`src/rtl/i2c_txn_arbiter.sv`:
```
`default_nettype none
// ============================================================================
// Module      : i2c_txn_arbiter
// Description : Round-robin arbiter sharing one I2C master between NUM_REQ
//               requesters. Each requester submits one single-byte read or
//               write. The winner's command is latched and driven to the
//               master, and the start/busy/done handshake is sequenced. The
//               read byte and error status go back to the winner only.
// Ports       : clk_400, rst        - clock, async active-high reset
//               req/req_rw/req_addr/req_wdata - per-requester command
//               grant, rsp_valid    - one-hot owner / completion pulse
//               rsp_rdata, rsp_err  - read byte, 00 ok / 01 nack / 10 timeout
//               m_*                 - I2C master command / status
// Revision    : 1.0 - initial release
// ============================================================================
module i2c_txn_arbiter #(
    parameter int NUM_REQ     = 2,
    parameter int TIMEOUT_CYC = 64
) (
    input  logic                 clk_400,
    input  logic                 rst,
    input  logic [NUM_REQ-1:0]   req,
    input  logic [NUM_REQ-1:0]   req_rw,
    input  logic [7*NUM_REQ-1:0] req_addr,
    input  logic [8*NUM_REQ-1:0] req_wdata,
    output logic [NUM_REQ-1:0]   grant,
    output logic [NUM_REQ-1:0]   rsp_valid,
    output logic [7:0]           rsp_rdata,
    output logic [1:0]           rsp_err,
    output logic                 m_start_txn,
    output logic                 m_rw,
    output logic [6:0]           m_sub_addr,
    output logic [7:0]           m_data_in,
    output logic                 m_next_byte,
    input  logic [7:0]           m_data_out,
    input  logic                 m_busy,
    input  logic                 m_done,
    input  logic                 m_ack_error
);

    localparam int c_PTR_W = (NUM_REQ > 1) ? $clog2(NUM_REQ) : 1;
    localparam int c_TMR_W = (TIMEOUT_CYC > 1) ? $clog2(TIMEOUT_CYC) : 1;

    localparam logic [c_PTR_W-1:0] c_LAST_IDX  = c_PTR_W'(NUM_REQ - 1);
    localparam logic [c_PTR_W:0]   c_NUM_REQ   = (c_PTR_W + 1)'(NUM_REQ);
    localparam logic [c_TMR_W-1:0] c_TMO_LAST  = c_TMR_W'(TIMEOUT_CYC - 1);
    localparam logic [c_TMR_W-1:0] c_TMR_ONE   = c_TMR_W'(1);
    localparam logic [c_PTR_W-1:0] c_PTR_ONE   = c_PTR_W'(1);
    localparam logic [NUM_REQ-1:0] c_GRANT_ONE = NUM_REQ'(1);
    localparam logic [1:0]         c_ERR_OK    = 2'b00;
    localparam logic [1:0]         c_ERR_ACK   = 2'b01;
    localparam logic [1:0]         c_ERR_TMO   = 2'b10;

    typedef enum logic [2:0] {
        S_IDLE   = 3'd0,
        S_START  = 3'd1,
        S_ACCEPT = 3'd2,
        S_RUN    = 3'd3,
        S_RESP   = 3'd4
    } state_t;

    state_t               r_state;
    state_t               w_state_nxt;

    logic [c_PTR_W-1:0]   r_ptr;
    logic [c_PTR_W-1:0]   r_win;
    logic [NUM_REQ-1:0]   r_grant;
    logic                 r_start;
    logic                 r_rw;
    logic [6:0]           r_addr;
    logic [7:0]           r_wdata;
    logic [c_TMR_W-1:0]   r_timer;
    logic [7:0]           r_rdata;
    logic [1:0]           r_err;

    logic [2*NUM_REQ-1:0] w_req2;
    logic [NUM_REQ-1:0]   w_rot;
    logic [c_PTR_W-1:0]   w_off;
    logic [c_PTR_W:0]     w_sum;
    logic [c_PTR_W-1:0]   w_win;
    logic                 w_sel_rw;
    logic [6:0]           w_sel_addr;
    logic [7:0]           w_sel_wdata;

    logic                 w_launch;
    logic                 w_tmr_clr;
    logic                 w_capture;
    logic                 w_timeout;
    logic                 w_release;

    // ------------------------------------------------------------------
    // Round-robin search: rotate the request vector so rr_ptr sits at bit 0,
    // take the lowest set bit, then map the offset back to an index.
    // ------------------------------------------------------------------
    assign w_req2 = {req, req};
    assign w_rot  = NUM_REQ'(w_req2 >> r_ptr);

    always_comb begin
        w_off = '0;
        for (int k = NUM_REQ - 1; k >= 0; k--) begin
            if (w_rot[k]) begin
                w_off = c_PTR_W'(k);
            end
        end
    end

    // Both operands are below NUM_REQ, so one conditional subtract wraps it.
    assign w_sum = {1'b0, r_ptr} + {1'b0, w_off};
    assign w_win = (w_sum >= c_NUM_REQ) ? (w_sum[c_PTR_W-1:0] - c_NUM_REQ[c_PTR_W-1:0])
                                        : w_sum[c_PTR_W-1:0];

    always_comb begin
        w_sel_rw    = 1'b0;
        w_sel_addr  = '0;
        w_sel_wdata = '0;
        for (int k = 0; k < NUM_REQ; k++) begin
            if (w_win == c_PTR_W'(k)) begin
                w_sel_rw    = req_rw[k];
                w_sel_addr  = req_addr[7*k +: 7];
                w_sel_wdata = req_wdata[8*k +: 8];
            end
        end
    end

    // ------------------------------------------------------------------
    // FSM
    // ------------------------------------------------------------------
    always_ff @(posedge clk_400 or posedge rst) begin
        if (rst) begin
            r_state <= S_IDLE;
        end else begin
            r_state <= w_state_nxt;
        end
    end

    always_comb begin
        w_state_nxt = r_state;
        w_launch    = 1'b0;
        w_tmr_clr   = 1'b0;
        w_capture   = 1'b0;
        w_timeout   = 1'b0;
        w_release   = 1'b0;
        rsp_valid   = '0;
        rsp_rdata   = '0;
        rsp_err     = '0;
        case (r_state)
            S_IDLE: begin
                if (|req) begin
                    w_launch    = 1'b1;
                    w_state_nxt = S_START;
                end
            end
            S_START: begin
                w_tmr_clr   = 1'b1;
                w_state_nxt = S_ACCEPT;
            end
            S_ACCEPT: begin
                // Only busy is watched here: done may still be high from
                // the previous transaction.
                if (m_busy) begin
                    w_tmr_clr   = 1'b1;
                    w_state_nxt = S_RUN;
                end else if (r_timer == c_TMO_LAST) begin
                    w_timeout   = 1'b1;
                    w_state_nxt = S_RESP;
                end
            end
            S_RUN: begin
                if (m_done && !m_busy) begin
                    w_capture   = 1'b1;
                    w_state_nxt = S_RESP;
                end else if (r_timer == c_TMO_LAST) begin
                    w_timeout   = 1'b1;
                    w_state_nxt = S_RESP;
                end
            end
            S_RESP: begin
                rsp_valid   = r_grant;
                rsp_rdata   = r_rdata;
                rsp_err     = r_err;
                w_release   = 1'b1;
                w_state_nxt = S_IDLE;
            end
            default: begin
                w_state_nxt = S_IDLE;
            end
        endcase
    end

    // ------------------------------------------------------------------
    // Datapath registers
    // ------------------------------------------------------------------
    always_ff @(posedge clk_400 or posedge rst) begin
        if (rst) begin
            r_ptr   <= '0;
            r_win   <= '0;
            r_grant <= '0;
            r_start <= 1'b0;
            r_rw    <= 1'b0;
            r_addr  <= '0;
            r_wdata <= '0;
            r_timer <= '0;
            r_rdata <= '0;
            r_err   <= '0;
        end else begin
            // Registered so the pulse lands two cycles after req is sampled.
            r_start <= (r_state == S_START);

            if (w_launch) begin
                r_win   <= w_win;
                r_grant <= c_GRANT_ONE << w_win;
                r_rw    <= w_sel_rw;
                r_addr  <= w_sel_addr;
                r_wdata <= w_sel_wdata;
            end

            if (w_tmr_clr) begin
                r_timer <= '0;
            end else if (r_state == S_ACCEPT || r_state == S_RUN) begin
                r_timer <= r_timer + c_TMR_ONE;
            end

            if (w_capture) begin
                r_err   <= m_ack_error ? c_ERR_ACK : c_ERR_OK;
                // A nacked transfer or a write never returns data.
                r_rdata <= (m_ack_error || !r_rw) ? 8'h00 : m_data_out;
            end else if (w_timeout) begin
                r_err   <= c_ERR_TMO;
                r_rdata <= 8'h00;
            end

            if (w_release) begin
                r_ptr   <= (r_win == c_LAST_IDX) ? '0 : r_win + c_PTR_ONE;
                r_grant <= '0;
                r_rw    <= 1'b0;
                r_addr  <= '0;
                r_wdata <= '0;
            end
        end
    end

    assign grant       = r_grant;
    assign m_start_txn = r_start;
    assign m_rw        = r_rw;
    assign m_sub_addr  = r_addr;
    assign m_data_in   = r_wdata;
    assign m_next_byte = 1'b0;

endmodule
`default_nettype wire

```
`config.mk`:
```
export PLATFORM = sky130hd
export DESIGN_NAME = i2c_txn_arbiter
export DESIGN_NICKNAME = d
export VERILOG_FILES = /design/src/rtl/i2c_txn_arbiter.sv
export SDC_FILE = /design/constraint.sdc
export NUM_CORES = 1
export LEC_CHECK = 0
export BUFFER_PORTS_ARGS = -buffer_cell sky130_fd_sc_hd__buf_2
export CORE_MARGIN = 4
export CORE_UTILIZATION = 30
export CTS_CLUSTER_SIZE = 8
export DETAILED_ROUTE_END_ITERATION = 10
export GPL_TIMING_DRIVEN = 0
export MAX_ROUTING_LAYER = met4
export RECOVER_POWER = 25
export SYNTH_ARGS = -nofsm -noshare
export SYNTH_HDL_FRONTEND = slang
export SYNTH_SLANG_ARGS = --single-unit
export TNS_END_PERCENT = 30
```
`constraint.sdc`:
```
create_clock -name clk_400 -period 3.73 [get_ports clk_400]
set_input_delay 0.1865 -clock clk_400 [delete_from_list [all_inputs] [get_ports clk_400]]
set_output_delay 0.1865 -clock clk_400 [all_outputs]
set_load 0.01 [all_outputs]
```
==> key figures <==
Synthesis
  • Main area contributors after synthesis: dfrtp_1, mux2i_1, nand2_1
  • Ys flop type: dfrtp_1
  • Synth Area in Adders: 0.0122
  • Post-synthesis mux area share: 0.0933
  • Syn_area_per_cell: 10.8 um^2
  • Post-Synthesis Cells: 180
  • Synth Area in Compound Gates: 0.142
  • Mapped Area: 1940 um^2
  • Biggest area consumer among synthesized cells: dfrtp_1
  • Syn_nets: 228
  • Number of synthesized flops with an enable pin: 0
  • Synth top area share: 0.515
  • Synth warn: 0
  • Sequential-to-total area share from yosys stat: 0.515
  • Xor/xnor cell area share of the yosys netlist: 0.0180
  • Simple-gate share of the synthesized area: 0.159
  • Async SR Flop Fraction: 1.00
  • Largest family of logic cells by synthesized area: simple AND/OR/NAND/NOR gates
  • Top-count cell post-synth: dfrtp_1
  • Synthesized flop and latch total: 40
  • Top post-synthesis cells by count: dfrtp_1, nand2_1, mux2i_1
  • Post-synth cell types: 40

Final layout
  • Fill count: 650
  • Antenna Cells: 0
  • Nets: 312
  • Multi-input combinational cell area: 830 um^2
  • Post-route cell area: 2510 um^2
  • Share of layout cells above drive strength 1: 0.379
  • P&R area growth vs syn: 29.0%
  • FF/Latch Area: 1000 um^2

Global routing
  • GRT Total Usage: 0.125
  • Largest net degree at the start of global routing: 41
  • Vias in the first global route: 1,520
  • Wire length of the first global-routing pass: 7.33 mm
  • Initial antenna violation count: 0
  • Aggregate global routing overflow: 0

Setup path
  • Buf/Inv on CP: 3
  • Register-to-Register Setup Slack: 2040 ps
  • Worst setup EP type: primary output
  • CP arrival: 2020 ps
  • CP cell instances: buf_4 > nor2_1 > clkbuf_1 > and3_1 > buf_2
  • CP top delay family: buffers and inverters
  • Worst path required time: 3540 ps
  • CP Launch Type: flip-flop
  • Worst path slowest cell: nor2_1
  • Max FO, Critical Path: 10
  • Crit path kind: reg2out
  • Max incr delay on CP: 420 ps

Clock network
  • CTS Buf Count: 5
  • Clk slew on worst S/H paths: 80 ps
  • H-tree Lvls: 2
  • Post-CTS Resized: 0
  • CTS Root Cell: clkbuf_8
  • Clk_lat worst skew: 290 ps
  • CTS tree: done
  • Max Buffers Root-to-Sink: 2
  • CTS sink count: 40
  • Setup Buffers After CTS: 0
  • Cts hold-fix bufs: 0

Run status
  • Status: finished with violations
  • Failing checks: capacitance limit, slew limit

Die
  • Initial Util: 0.308
  • I/O pin count: 79
  • Core area: 6310 um^2
  • Std cell rows: 29
  • Die H: 88.5 um
  • Die width: 88.5 um
  • Full die area: 7830 um^2

Timing
  • RSZ-0062 raised after global routing: false
  • Final hold slack: 102 ps
  • Setup TNS: 0 ps
  • Worst rel slew slack: -0.00792
  • Tightest Pin Transition: 1510 ps
  • Final Skew: 8.10 ps
  • Final Hold Viols: 0
  • Fin crit period: 2210 ps
  • Final Cycle Share: 0.591
  • Fmax achieved: 0.453 GHz
  • Final setup fails: 0
  • Worst Slack Setup Final: 1520 ps
  • Max Slew Vio Count: 41

Route
  • WL final: 4.51 mm
  • Vias: 1,577
  • Initial DRT Pass Iterations: 4
  • Routed len/inst: 13.2 um
  • Initial DRC Count: 66
  • Post-route ant nets: 0
  • Via-per-instance ratio: 4.62
  • Drt drc: 0

Power and ir drop
  • Peak VDD IR: 0.297 mV
  • Tot Pwr: 1.62 mW
  • Leak pwr: 1.38 nW
  • Pwr dens: 645 nW/um^2

Placed design
  • DP Worst Slack: 1840 ps
  • IO buf count: 77
  • Global placer's final weighted congestion: 0.709
  • Post-DP HPWL: 3.33 mm
  • Cell Area, Placed: 2430 um^2

Job
  • Maximum Capacitance Violations: 1

Min path
  • Worst Hold Class: in2reg
## routing by layer
metal,share of wire,vias up,global-route usage
met4,0.017,0,0.0495
met5,0,-,-
met2,0.43,59,0.180
met1,0.48,714,0.166
met3,0.075,9,0.0354
li1,-,795,-
## worst register-to-register path, cell delays in order (launching register included)
cell and delay (ps):
dfrtp_1 380, buf_4 170, nor2_1 420, o31ai_4 250, buf_6 200, nand2_1 60
o21ai_0 70
## kinds of logic after synthesis
logic type	Yosys count
simple gates	59
flops	40
compound gates	39
mux	18
buf+inv	17
xor+xnor	4
fa+ha+maj	2
other cells	1
## report_power, final
group | internal (mW) | switching (mW)
clock | 0.127 | 0.153
sequential | 0.599 | 0.0946
combinational | 0.300 | 0.344
total | 1.03 | 0.591
## layout by cell type, fill, tap and decap left out, types with 2 or more instances in the layout
cell | Yosys | layout
mux2i_1 | 17 | 17
clkbuf_1 | 5 | 5
and3_1 | 12 | 12
nand4_1 | 3 | 3
nor2b_1 | 3 | 3
dfrtp_1 | 40 | 40
o21ai_1 | 8 | 8
a22o_1 | 9 | 9
inv_1 | 4 | 4
a21oi_1 | 2 | 2
buf_2 | 0 | 77
buf_4 | 3 | 3
clkbuf_8 | 0 | 5
xor2_1 | 4 | 4
nand2_1 | 23 | 23
nor2_1 | 8 | 8
buf_6 | 3 | 3
o21ai_0 | 12 | 12
## state kept, by name, indices dropped and copies added, names as in the netlist
name / flops
r_err: 2
m_rw: 1
grant: 2
r_ptr: 1
m_sub_addr: 7
r_win: 1
r_state: 3
r_rdata: 8
r_timer: 6
m_data_in: 8
m_start_txn: 1
## layout make-up
cell class | instances | share of cell area
multi-input combinational | 123 | 0.331
inverter | 5 | 0.00749
timing repair buffer | 77 | 0.154
sequential | 40 | 0.399
buffer | 12 | 0.0379
tap | 77 | 0.0384
clock inverter | 2 | 0.00499
clock buffer | 5 | 0.0274
## path summary, 6_finish.rpt
| check | from | depth (start not counted) | to |
|---|---|---|---|
| setup / recovery | r_state[1]$_DFFE_PP0P_ | 5 | rsp_rdata[5] |
| hold / removal | m_data_out[6] | 2 | r_rdata[6]$_DFFE_PP0P_ |
| setup reg to reg | r_state[1]$_DFFE_PP0P_ | 6 | m_sub_addr[2]$_DFFE_PP0P_ |
| hold reg to reg | r_win$_DFFE_PP0P_ | 1 | r_ptr$_DFFE_PP0N_ |
| max in group asynchronous | rst | 2 | r_timer[0]$_DFFE_PP0P_ |
| min in group asynchronous | rst | 2 | m_data_in[0]$_DFFE_PP0P_ |
## per-stage QoR
stage | std cells | utilization
floorplan | 180 | -
global placement | 334 | 0.384
detailed placement | 334 | 0.384
CTS | 341 | 0.397
global route | 341 | 0.397
finish | 341 | 0.397
Note: power is estimated with default switching activity, not from simulation.
